**src/rtl/daq_arbiter_if.sv**
```systemverilog
// Handshake bundle between the DAQ capture sources, the arbiter and the downstream packet FIFO.
// Latency: none (wires only).
// Backpressure: carried by out_space; sources are throttled through the req/grant exchange.
// Modports: master = source/transport side (drives requests, data and free space),
//           slave  = arbiter side (drives grants, forwarded stream, status and counters).
interface daq_arbiter_if #(
    parameter int NREQ       = 4,
    parameter int SPACE_BITS = 10
);
    logic [NREQ-1:0]       src_req;
    logic [NREQ-1:0]       src_grant;
    logic [32*NREQ-1:0]    src_data;
    logic [NREQ-1:0]       src_valid;
    logic [NREQ-1:0]       src_end;
    logic [31:0]           out_data;
    logic                  out_valid;
    logic                  out_end;
    logic                  out_abort;
    logic [SPACE_BITS-1:0] out_space;
    logic                  busy;
    logic                  proto_err;
    logic [15:0]           pkt_count;
    logic [7:0]            abort_count;

    modport master (
        output src_req, src_data, src_valid, src_end, out_space,
        input  src_grant, out_data, out_valid, out_end, out_abort,
               busy, proto_err, pkt_count, abort_count
    );

    modport slave (
        input  src_req, src_data, src_valid, src_end, out_space,
        output src_grant, out_data, out_valid, out_end, out_abort,
               busy, proto_err, pkt_count, abort_count
    );
endinterface

```
**src/rtl/daq_arbiter.sv**
```systemverilog
// Round-robin arbiter sharing one DAQ output stream among NREQ capture sources.
// Latency: 1 cycle req->grant, 1 cycle src word->out word, 1 cycle src_end->out_end.
// Backpressure: grants only when out_space can absorb a worst-case packet (checked in IDLE only).
// Ports: clk, rst_n (async active-low), bus (daq_arbiter_if.slave: source req/grant/data/valid/end,
//        forwarded out_data/out_valid/out_end/out_abort, out_space, busy, proto_err, counters).
// Optional: define DAQ_ARB_STATS_EN to implement pkt_count/abort_count; otherwise both read 0.
module daq_arbiter #(
    parameter int NREQ          = 4,
    parameter int MAX_PKT_WORDS = 102,
    parameter int WD_CYCLES     = 4096,
    parameter int SPACE_BITS    = 10
) (
    input  logic            clk,
    input  logic            rst_n,
    daq_arbiter_if.slave    bus
);
    localparam int          IDX_W = (NREQ > 1) ? $clog2(NREQ) : 1;
    localparam int          WD_W  = $clog2(WD_CYCLES + 1);
    localparam logic [31:0] MAX_W = 32'(MAX_PKT_WORDS);

    typedef enum logic [1:0] {IDLE, GRANT, BUSY, GAP} state_t;

    state_t            state, state_nxt;
    logic [IDX_W-1:0]  sel, last, winner;
    logic              win_found;
    logic [WD_W-1:0]   wd;
    logic              space_ok, active, sel_valid, sel_end, wd_expire, stray;
    logic              take, done_ok, done_abort;
    logic [31:0]       sel_data;
    logic [NREQ-1:0]   sel_mask;

    logic [NREQ-1:0]   grant_q;
    logic [31:0]       out_data_q;
    logic              out_valid_q, out_end_q, out_abort_q, proto_err_q;

    assign space_ok  = 32'(bus.out_space) >= MAX_W;
    assign active    = (state == GRANT) || (state == BUSY);
    assign sel_data  = bus.src_data[32*int'(sel) +: 32];
    assign sel_valid = bus.src_valid[sel];
    assign sel_end   = bus.src_end[sel];
    // The watchdog is loaded during GRANT, so it can only run out while in BUSY.
    assign wd_expire = (state == BUSY) && (wd == WD_W'(1));
    // Anything from a source other than the one currently forwarded is a protocol error;
    // outside GRANT/BUSY no source is selected at all.
    assign sel_mask  = active ? (NREQ'(1) << sel) : '0;
    assign stray     = |((bus.src_valid | bus.src_end) & ~sel_mask);

    // First requester strictly after 'last' in circular order.
    always_comb begin
        winner    = last;
        win_found = 1'b0;
        for (int i = 1; i <= NREQ; i++) begin
            if (!win_found && bus.src_req[(int'(last) + i) % NREQ]) begin
                winner    = IDX_W'((int'(last) + i) % NREQ);
                win_found = 1'b1;
            end
        end
    end

    always_ff @(posedge clk or negedge rst_n) begin
        if (!rst_n) state <= IDLE;
        else        state <= state_nxt;
    end

    always_comb begin
        state_nxt  = state;
        take       = 1'b0;
        done_ok    = 1'b0;
        done_abort = 1'b0;
        case (state)
            IDLE: begin
                if (win_found && space_ok) begin
                    state_nxt = GRANT;
                    take      = 1'b1;
                end
            end
            GRANT, BUSY: begin
                // A genuine end wins over a simultaneous watchdog expiry.
                if (sel_end) begin
                    state_nxt = GAP;
                    done_ok   = 1'b1;
                end else if (wd_expire) begin
                    state_nxt  = GAP;
                    done_abort = 1'b1;
                end else begin
                    state_nxt = BUSY;
                end
            end
            GAP:     state_nxt = IDLE;
            default: state_nxt = IDLE;
        endcase
    end

    always_ff @(posedge clk or negedge rst_n) begin
        if (!rst_n) begin
            sel         <= '0;
            last        <= IDX_W'(NREQ - 1);
            wd          <= '0;
            grant_q     <= '0;
            out_data_q  <= '0;
            out_valid_q <= 1'b0;
            out_end_q   <= 1'b0;
            out_abort_q <= 1'b0;
            proto_err_q <= 1'b0;
        end else begin
            grant_q     <= '0;
            out_valid_q <= 1'b0;
            out_end_q   <= done_ok | done_abort;
            out_abort_q <= done_abort;
            if (take) begin
                sel     <= winner;
                last    <= winner;
                grant_q <= NREQ'(1) << winner;
            end
            if (active) begin
                out_data_q  <= sel_data;
                out_valid_q <= sel_valid;
            end
            if (state == GRANT)
                wd <= WD_W'(WD_CYCLES);
            else if (state == BUSY && wd != '0)
                wd <= wd - WD_W'(1);
            if (stray)
                proto_err_q <= 1'b1;
        end
    end

`ifdef DAQ_ARB_STATS_EN
    logic [15:0] pkt_cnt;
    logic [7:0]  abort_cnt;

    always_ff @(posedge clk or negedge rst_n) begin
        if (!rst_n) begin
            pkt_cnt   <= '0;
            abort_cnt <= '0;
        end else begin
            if (done_ok)    pkt_cnt   <= pkt_cnt + 16'd1;
            if (done_abort) abort_cnt <= abort_cnt + 8'd1;
        end
    end

    assign bus.pkt_count   = pkt_cnt;
    assign bus.abort_count = abort_cnt;
`else
    assign bus.pkt_count   = '0;
    assign bus.abort_count = '0;
`endif

    assign bus.src_grant = grant_q;
    assign bus.out_data  = out_data_q;
    assign bus.out_valid = out_valid_q;
    assign bus.out_end   = out_end_q;
    assign bus.out_abort = out_abort_q;
    assign bus.busy      = (state != IDLE);
    assign bus.proto_err = proto_err_q;
endmodule

```
**src/flat_wrapper.sv**
```systemverilog
// flat-port wrapper written by rule: the top's interface ports become plain ports
module daq_arbiter_flat 
#(
    parameter int NREQ          = 4,
    parameter int MAX_PKT_WORDS = 102,
    parameter int WD_CYCLES     = 4096,
    parameter int SPACE_BITS    = 10
)
  (clk, rst_n, bus_src_req, bus_src_data, bus_src_valid, bus_src_end, bus_out_space, bus_src_grant, bus_out_data, bus_out_valid, bus_out_end, bus_out_abort, bus_busy, bus_proto_err, bus_pkt_count, bus_abort_count);
  daq_arbiter_if #(.NREQ(NREQ), .SPACE_BITS(SPACE_BITS)) bus_i ();
  input  logic clk;
  input  logic rst_n;
  input wire logic [$bits(bus_i.src_req)-1:0] bus_src_req;
  input wire logic [$bits(bus_i.src_data)-1:0] bus_src_data;
  input wire logic [$bits(bus_i.src_valid)-1:0] bus_src_valid;
  input wire logic [$bits(bus_i.src_end)-1:0] bus_src_end;
  input wire logic [$bits(bus_i.out_space)-1:0] bus_out_space;
  output wire logic [$bits(bus_i.src_grant)-1:0] bus_src_grant;
  output wire logic [$bits(bus_i.out_data)-1:0] bus_out_data;
  output wire logic [$bits(bus_i.out_valid)-1:0] bus_out_valid;
  output wire logic [$bits(bus_i.out_end)-1:0] bus_out_end;
  output wire logic [$bits(bus_i.out_abort)-1:0] bus_out_abort;
  output wire logic [$bits(bus_i.busy)-1:0] bus_busy;
  output wire logic [$bits(bus_i.proto_err)-1:0] bus_proto_err;
  output wire logic [$bits(bus_i.pkt_count)-1:0] bus_pkt_count;
  output wire logic [$bits(bus_i.abort_count)-1:0] bus_abort_count;
  assign bus_i.src_req = bus_src_req;
  assign bus_i.src_data = bus_src_data;
  assign bus_i.src_valid = bus_src_valid;
  assign bus_i.src_end = bus_src_end;
  assign bus_i.out_space = bus_out_space;
  assign bus_src_grant = bus_i.src_grant;
  assign bus_out_data = bus_i.out_data;
  assign bus_out_valid = bus_i.out_valid;
  assign bus_out_end = bus_i.out_end;
  assign bus_out_abort = bus_i.out_abort;
  assign bus_busy = bus_i.busy;
  assign bus_proto_err = bus_i.proto_err;
  assign bus_pkt_count = bus_i.pkt_count;
  assign bus_abort_count = bus_i.abort_count;
  daq_arbiter #(.NREQ(NREQ), .MAX_PKT_WORDS(MAX_PKT_WORDS), .WD_CYCLES(WD_CYCLES), .SPACE_BITS(SPACE_BITS)) u_core (.clk(clk), .rst_n(rst_n), .bus(bus_i));
endmodule
```
**config.mk**
```make
export PLATFORM = sky130hd
export DESIGN_NAME = daq_arbiter_flat
export DESIGN_NICKNAME = d
export VERILOG_FILES = /design/src/rtl/daq_arbiter_if.sv /design/src/rtl/daq_arbiter.sv /design/src/flat_wrapper.sv
export SDC_FILE = /design/constraint.sdc
export NUM_CORES = 1
export LEC_CHECK = 0
export BUFFER_PORTS_ARGS = -buffer_cell sky130_fd_sc_hd__buf_2
export CAP_MARGIN = 40
export CORE_UTILIZATION = 44
export CTS_CLUSTER_DIAMETER = 100
export CTS_CLUSTER_SIZE = 25
export DETAILED_ROUTE_END_ITERATION = 10
export PLACE_DENSITY = 0.81
export SLEW_MARGIN = 20
export SYNTH_ARGS = -nofsm -noshare
export SYNTH_HDL_FRONTEND = slang
export SYNTH_SLANG_ARGS = --single-unit
```
**constraint.sdc**
```tcl
create_clock -name clk -period 2.7 [get_ports clk]
set_input_delay 0.54 -clock clk [delete_from_list [all_inputs] [get_ports clk]]
set_output_delay 0.54 -clock clk [all_outputs]
set_load 0.05 [all_outputs]
```
Word level (Yosys, flattened, before mapping)
Cells that the tools add are included.
W data, S select, Z words.
{ "word_totals": {"reg_bits": 59, "out_inout_bits": 65, "elab_cells": 97} }
{ "classes": {"addsub": 5, "magnitude_cmp": 6, "n_eq_ne": 5, "n_shift": 3, "mux": 40, "bitwise_logic": 8, "n_reduce_logical": 20} }
{ "ops": {"columns": ["operator", "n"], "rows": [
  ["$shiftx A128 B8 Y32", 1],
  ["$mux W13", 2],
  ["$mux W1", 23],
  ["$lt A3 B4 Y1 const B", 4],
  ["$eq A13 B1 Y1 const B", 1],
  ["$reduce_bool A13 Y1", 1],
  ["$sub A13 B1 Y13 const B", 1],
  ["$bmux W1 S2", 6],
  ["$mux W2", 6],
  ["$ge A10 B7 Y1 const B", 1],
  ["$reduce_or A2 Y1", 5],
  ["$mux W4", 2],
  ["$shl A1 B2 Y4 const A", 2],
  ["$logic_and A1 B1 Y1", 6],
  ["$pmux W2 S3", 1],
  ["$add A2 B1 Y2 const B", 2],
  ["$add A2 B2 Y2 const B", 2],
  ["$and A1 B1 Y1 const A", 4],
  ["$and A4 B4 Y4", 1],
  ["$eq A2 B2 Y1 const B", 2],
  ["$not A4 Y4", 1],
  ["$or A4 B4 Y4", 1],
  ["$reduce_bool A2 Y1", 2],
  ["$reduce_or A4 Y1", 1],
  ["other kinds (7)", 9]
]} }

Longest topological paths before layout
{ "depth": {"depth_word": 20, "mapped_depth": 7} }

Least setup slack after synthesis
Ideal clock, no wire load.
{ "synth_path": {"path_type": "register to register", "from": "register u_core.sel[0]", "to": "register u_core.out_data_q[17] (netlist: u_core.bus.out_data[17])", "setup_time_ns": 0.125, "t_arrival_ns": 1.966, "t_required_ns": 2.575, "path_slack_ns": 0.609, "stages_incl_launch_ff": 5, "n_path_buf": 2, "period_less_slack_ns": 2.091, "cell_sequence": "dfrtp_1 buf_1 buf_2 mux4_2 mux2_2"} }
{ "synth_via": {"elab_chain_cells": 1} }
{ "synth_lines": {"columns": ["item", "line_no", "source"], "rows": [
  ["from (decl)", "daq_arbiter.sv:24", "logic [IDX_W-1:0] sel, last, winner;"],
  ["from (signal assigned)", "daq_arbiter.sv:111", "sel <= winner;"],
  ["$shiftx A128 B8 Y32", "daq_arbiter.sv:38", "assign sel_data = bus.src_data[32*int'(sel) +: 32];"],
  ["to (signal assigned)", "daq_arbiter.sv:116", "out_data_q <= sel_data;"],
  ["to (decl)", "daq_arbiter.sv:33", "logic [31:0] out_data_q;"]
]} }
Every way passes these cells.
A chain may end at the register's enable or synchronous reset.

Worst setup path after layout
{ "layout_path": {"from": "register u_core.wd[0]", "to": "register u_core.wd[4]"} }
{ "layout_via": {"elab_chain_cells": 3, "word_cells_on_any_way": 6, "classes_between": "add/sub: 1; mux: 2; reduce/logical: 3"} }
{ "layout_lines": {"columns": ["item", "line_no", "source"], "rows": [
  ["from (decl)", "daq_arbiter.sv:26", "logic [WD_W-1:0] wd;"],
  ["from (signal assigned)", "daq_arbiter.sv:120", "wd <= WD_W'(WD_CYCLES);"],
  ["from (signal assigned)", "daq_arbiter.sv:122", "wd <= wd - WD_W'(1);"],
  ["$sub A13 B1 Y13 or $reduce_bool A13 Y1 (tied branches)", "daq_arbiter.sv:122, daq_arbiter.sv:121", null],
  ["$mux W13 or $logic_and A1 B1 Y1 (tied branches)", "daq_arbiter.sv:121", "else if (state == BUSY && wd != '0)"],
  ["$mux W13 or $reduce_bool A2 Y1 (tied branches)", null, null]
]} }
Several ways; a longest one is shown, not always the timed one. The select of a mux whose other input is x is not followed.

==> results.toml <==
[status]
outcome = "completed"

[global_route]
antenna_found_initial = 0
grt_pass1_vias = 3275
grtUsageTotal_pct = 22.6
grt_pass1_wl_microns = 15100
grt_max_degree = 32
overflow = 0

[run]
drv_cap = 0

[floorplan]
io_pins = 217
die_x_microns = 93.2
start_util_pct = 46.4
fp.dieArea_sq_um = 8680
coreArea_sq_um = 7890
std_cell_rows = 32
die_h_microns = 93.2

[routing]
drt_wl_total_microns = 9180
drc = 0
drt.antenna.violating_nets = 0
drt_first_pass_iters = 4
via_per_inst = 5.32
drt-initial-drc-count = 131
vias = 3113
routedWlPerCell_microns = 15.7

[clocking]
postCtsHoldBufs = 0
cts_buffers = 9
cts-resized-gates = 0
cts_post_setup_buffers_inserted = 0
clock_latency_ns = 0.33
path_clk_slew_ns = 0.07
cts_sinks = 59
cts_buffer_depth = 2
cts_root_buf = "clkbuf_8"
cts_tree = "yes"
htreeDepth = 3

[synth]
synth_cells = 286
synthFlopType = "dfrtp_1"
avgSynthCellArea_sq_um = 12.8
syn-cell-area_sq_um = 3660
seq_area_frac_synth_pct = 40.4
async_flop_share_pct = 100
synth-edff-count = 0
synth_cell_types = 44
synth-seq-cells = 59
yosysWarningCount = 0

[power]
pwr_density_cell_nw_per_um2 = 1330
p_total_uw = 6460
cellLeakagePower_uw = 0.00235
peakVddDrop_mv = 0.685

[timing]
hold_slack_ns = 0.248
clock_skew_ns = 0.00635
max_freq_mhz = 439
fin_crit_ns = 2.28
rsz0062_at_grt = "false"
period_share_pct = 84.5
slew_headroom_pct = 53.0
worst_slack_ns = 0.420
hold_viol = 0
setup_tns_ns = 0
drv_slew = 0
tightest_slew_ns = 0.699
finalSetupViolations = 0

[placed_design]
dpl.hpwl_microns = 7380
io_buffer_count = 191
pre_cts_ws_ns = 0.429
gp_congestion = 0.842

[critical_path]
path_buf_inv = 1
crit_cells = 6
worst_setup_path_start_kind = "flip-flop"
cp_cell_sequence = "inv_1 -> ha_1 -> or3b_2 -> nor4_1 -> nor4_1 -> mux2_2"
cp_top_family = "simple AND/OR/NAND/NOR gates"
startpoint = "u_core.wd[0]"
path_max_fanout = 5
rrSetupSlack_ns = 0.42
critPathMostFrequentCell = "nor4_1"
worstPathRequired_ns = 2.92
critical_path_class = "reg -> reg"
r2r_start = "u_core.wd[0]"
worstPathArrival_ns = 2.50
rr_worst_depth = 6
end_kind = "flip-flop"
crit_end = "u_core.wd[4]"
timing.rr.end = "u_core.wd[4]"
slowest_delay_ns = 0.54
slowest_stage = "nor4_1"

[layout]
fillerInstances = 641
areaGrowthSynthToFinish_pct = 32.7
diodes = 0
final_nets = 637
drive_above_1_share_pct = 61.3
utilization_pct = 61.5

[min_path]
hold_path.class = "in -> async"
[layout by cell type, fill, tap and decap left out, types with 3 or more instances in the layout]
master    count
conb_1       24
mux4_2       33
nor3_1        4
or3_1         7
buf_4         6
ha_1          7
mux2_2       38
mux2i_1       4
nand2_1      10
o31ai_1       8
a21oi_1      14
dfrtp_1      55
or2_2         4
clkinv_2      3
nand2b_1      3
nor2_1        7
or4_1        11
buf_2       191
inv_1         7
clkbuf_8     10
nor4_1        3
[kinds of logic after synthesis]
kind of cell / count (synthesis) / share of synthesized area, %
compound gates: 36 / 6.60
simple gates: 59 / 9.44
flops: 59 / 40.4
fa+ha+maj: 7 / 2.39
buf+inv: 48 / 7.69
xor+xnor: 1 / 0.239
other cells: 1 / 0.103
mux: 75 / 33.1
[stage by stage]
step,cells,area [sq um]
3_5_place_dp,569,4660
3_3_place_gp,569,4660
5_1_grt,585,4850
6_report,585,4850
4_1_cts,585,4850
2_1_floorplan,309,3740
[per-layer routing]
metal  global-route usage, %  up-vias  share of wire, %
li1                        -     1438                 -
met1                    26.4     1503                39
met2                    39.4      153                52
met3                    5.37       19               7.3
met4                    10.1        0               2.1
met5                       0        -                 0
[flip-flops by register name, indices dropped and copies added, names as in the netlist]
signal and cells:
u_core.bus.out_end 1, u_core.state 2, u_core.bus.src_grant 4, u_core.bus.proto_err 1
u_core.last 2, u_core.wd 13, u_core.bus.out_valid 1, u_core.bus.out_data 32
u_core.bus.out_abort 1, u_core.sel 2
[Yosys cell counts (4+ instances only)]
| library cell | n | area [sq um] |
|---|---|---|
| inv_1 | 7 | 26.3 |
| nor3_1 | 4 | 20.0 |
| or2_2 | 4 | 25.0 |
| mux2i_1 | 4 | 40.0 |
| mux2_2 | 38 | 428 |
| a21oi_1 | 14 | 70.1 |
| ha_1 | 7 | 87.6 |
| or4_1 | 11 | 82.6 |
| mux4_2 | 33 | 743 |
| nand2_1 | 10 | 37.5 |
| nor2_1 | 7 | 26.3 |
| o31ai_1 | 8 | 60.1 |
| buf_1 | 7 | 26.3 |
| clkbuf_1 | 6 | 22.5 |
| dfrtp_1 | 57 | 1430 |
| buf_4 | 24 | 180 |
| or3_1 | 7 | 43.8 |
[how the worst min path moves through the flow]
stage,to,slack (ns)
after floorplan,u_core.bus.out_abort,0.24
after global placement,u_core.bus.out_data[31],0.48
after detailed placement,u_core.bus.out_data[27],0.49
after CTS,u_core.bus.out_data[29],0.26
after global routing,u_core.bus.out_data[29],0.28
final,u_core.bus.out_data[28],0.25
[power by group]
| group | internal (uW) | switching, uW | total, uW |
|---|---|---|---|
| Clock | 447 | 338 | 784 |
| Combinational | 1700 | 2300 | 4000 |
| Sequential | 1320 | 359 | 1680 |
[cell type report]
| class | instances | area (sq um) | area share [%] |
|---|---|---|---|
| clock buffer | 11 | 141 | 2.91 |
| clock inverter | 5 | 52.6 | 1.08 |
| inverter | 7 | 26.3 | 0.541 |
| multi-input combinational | 202 | 1980 | 40.9 |
| sequential | 59 | 1480 | 30.5 |
| tap | 102 | 128 | 2.63 |
| timing repair buffer | 199 | 1040 | 21.4 |
Power figures use the tool's default switching activity.
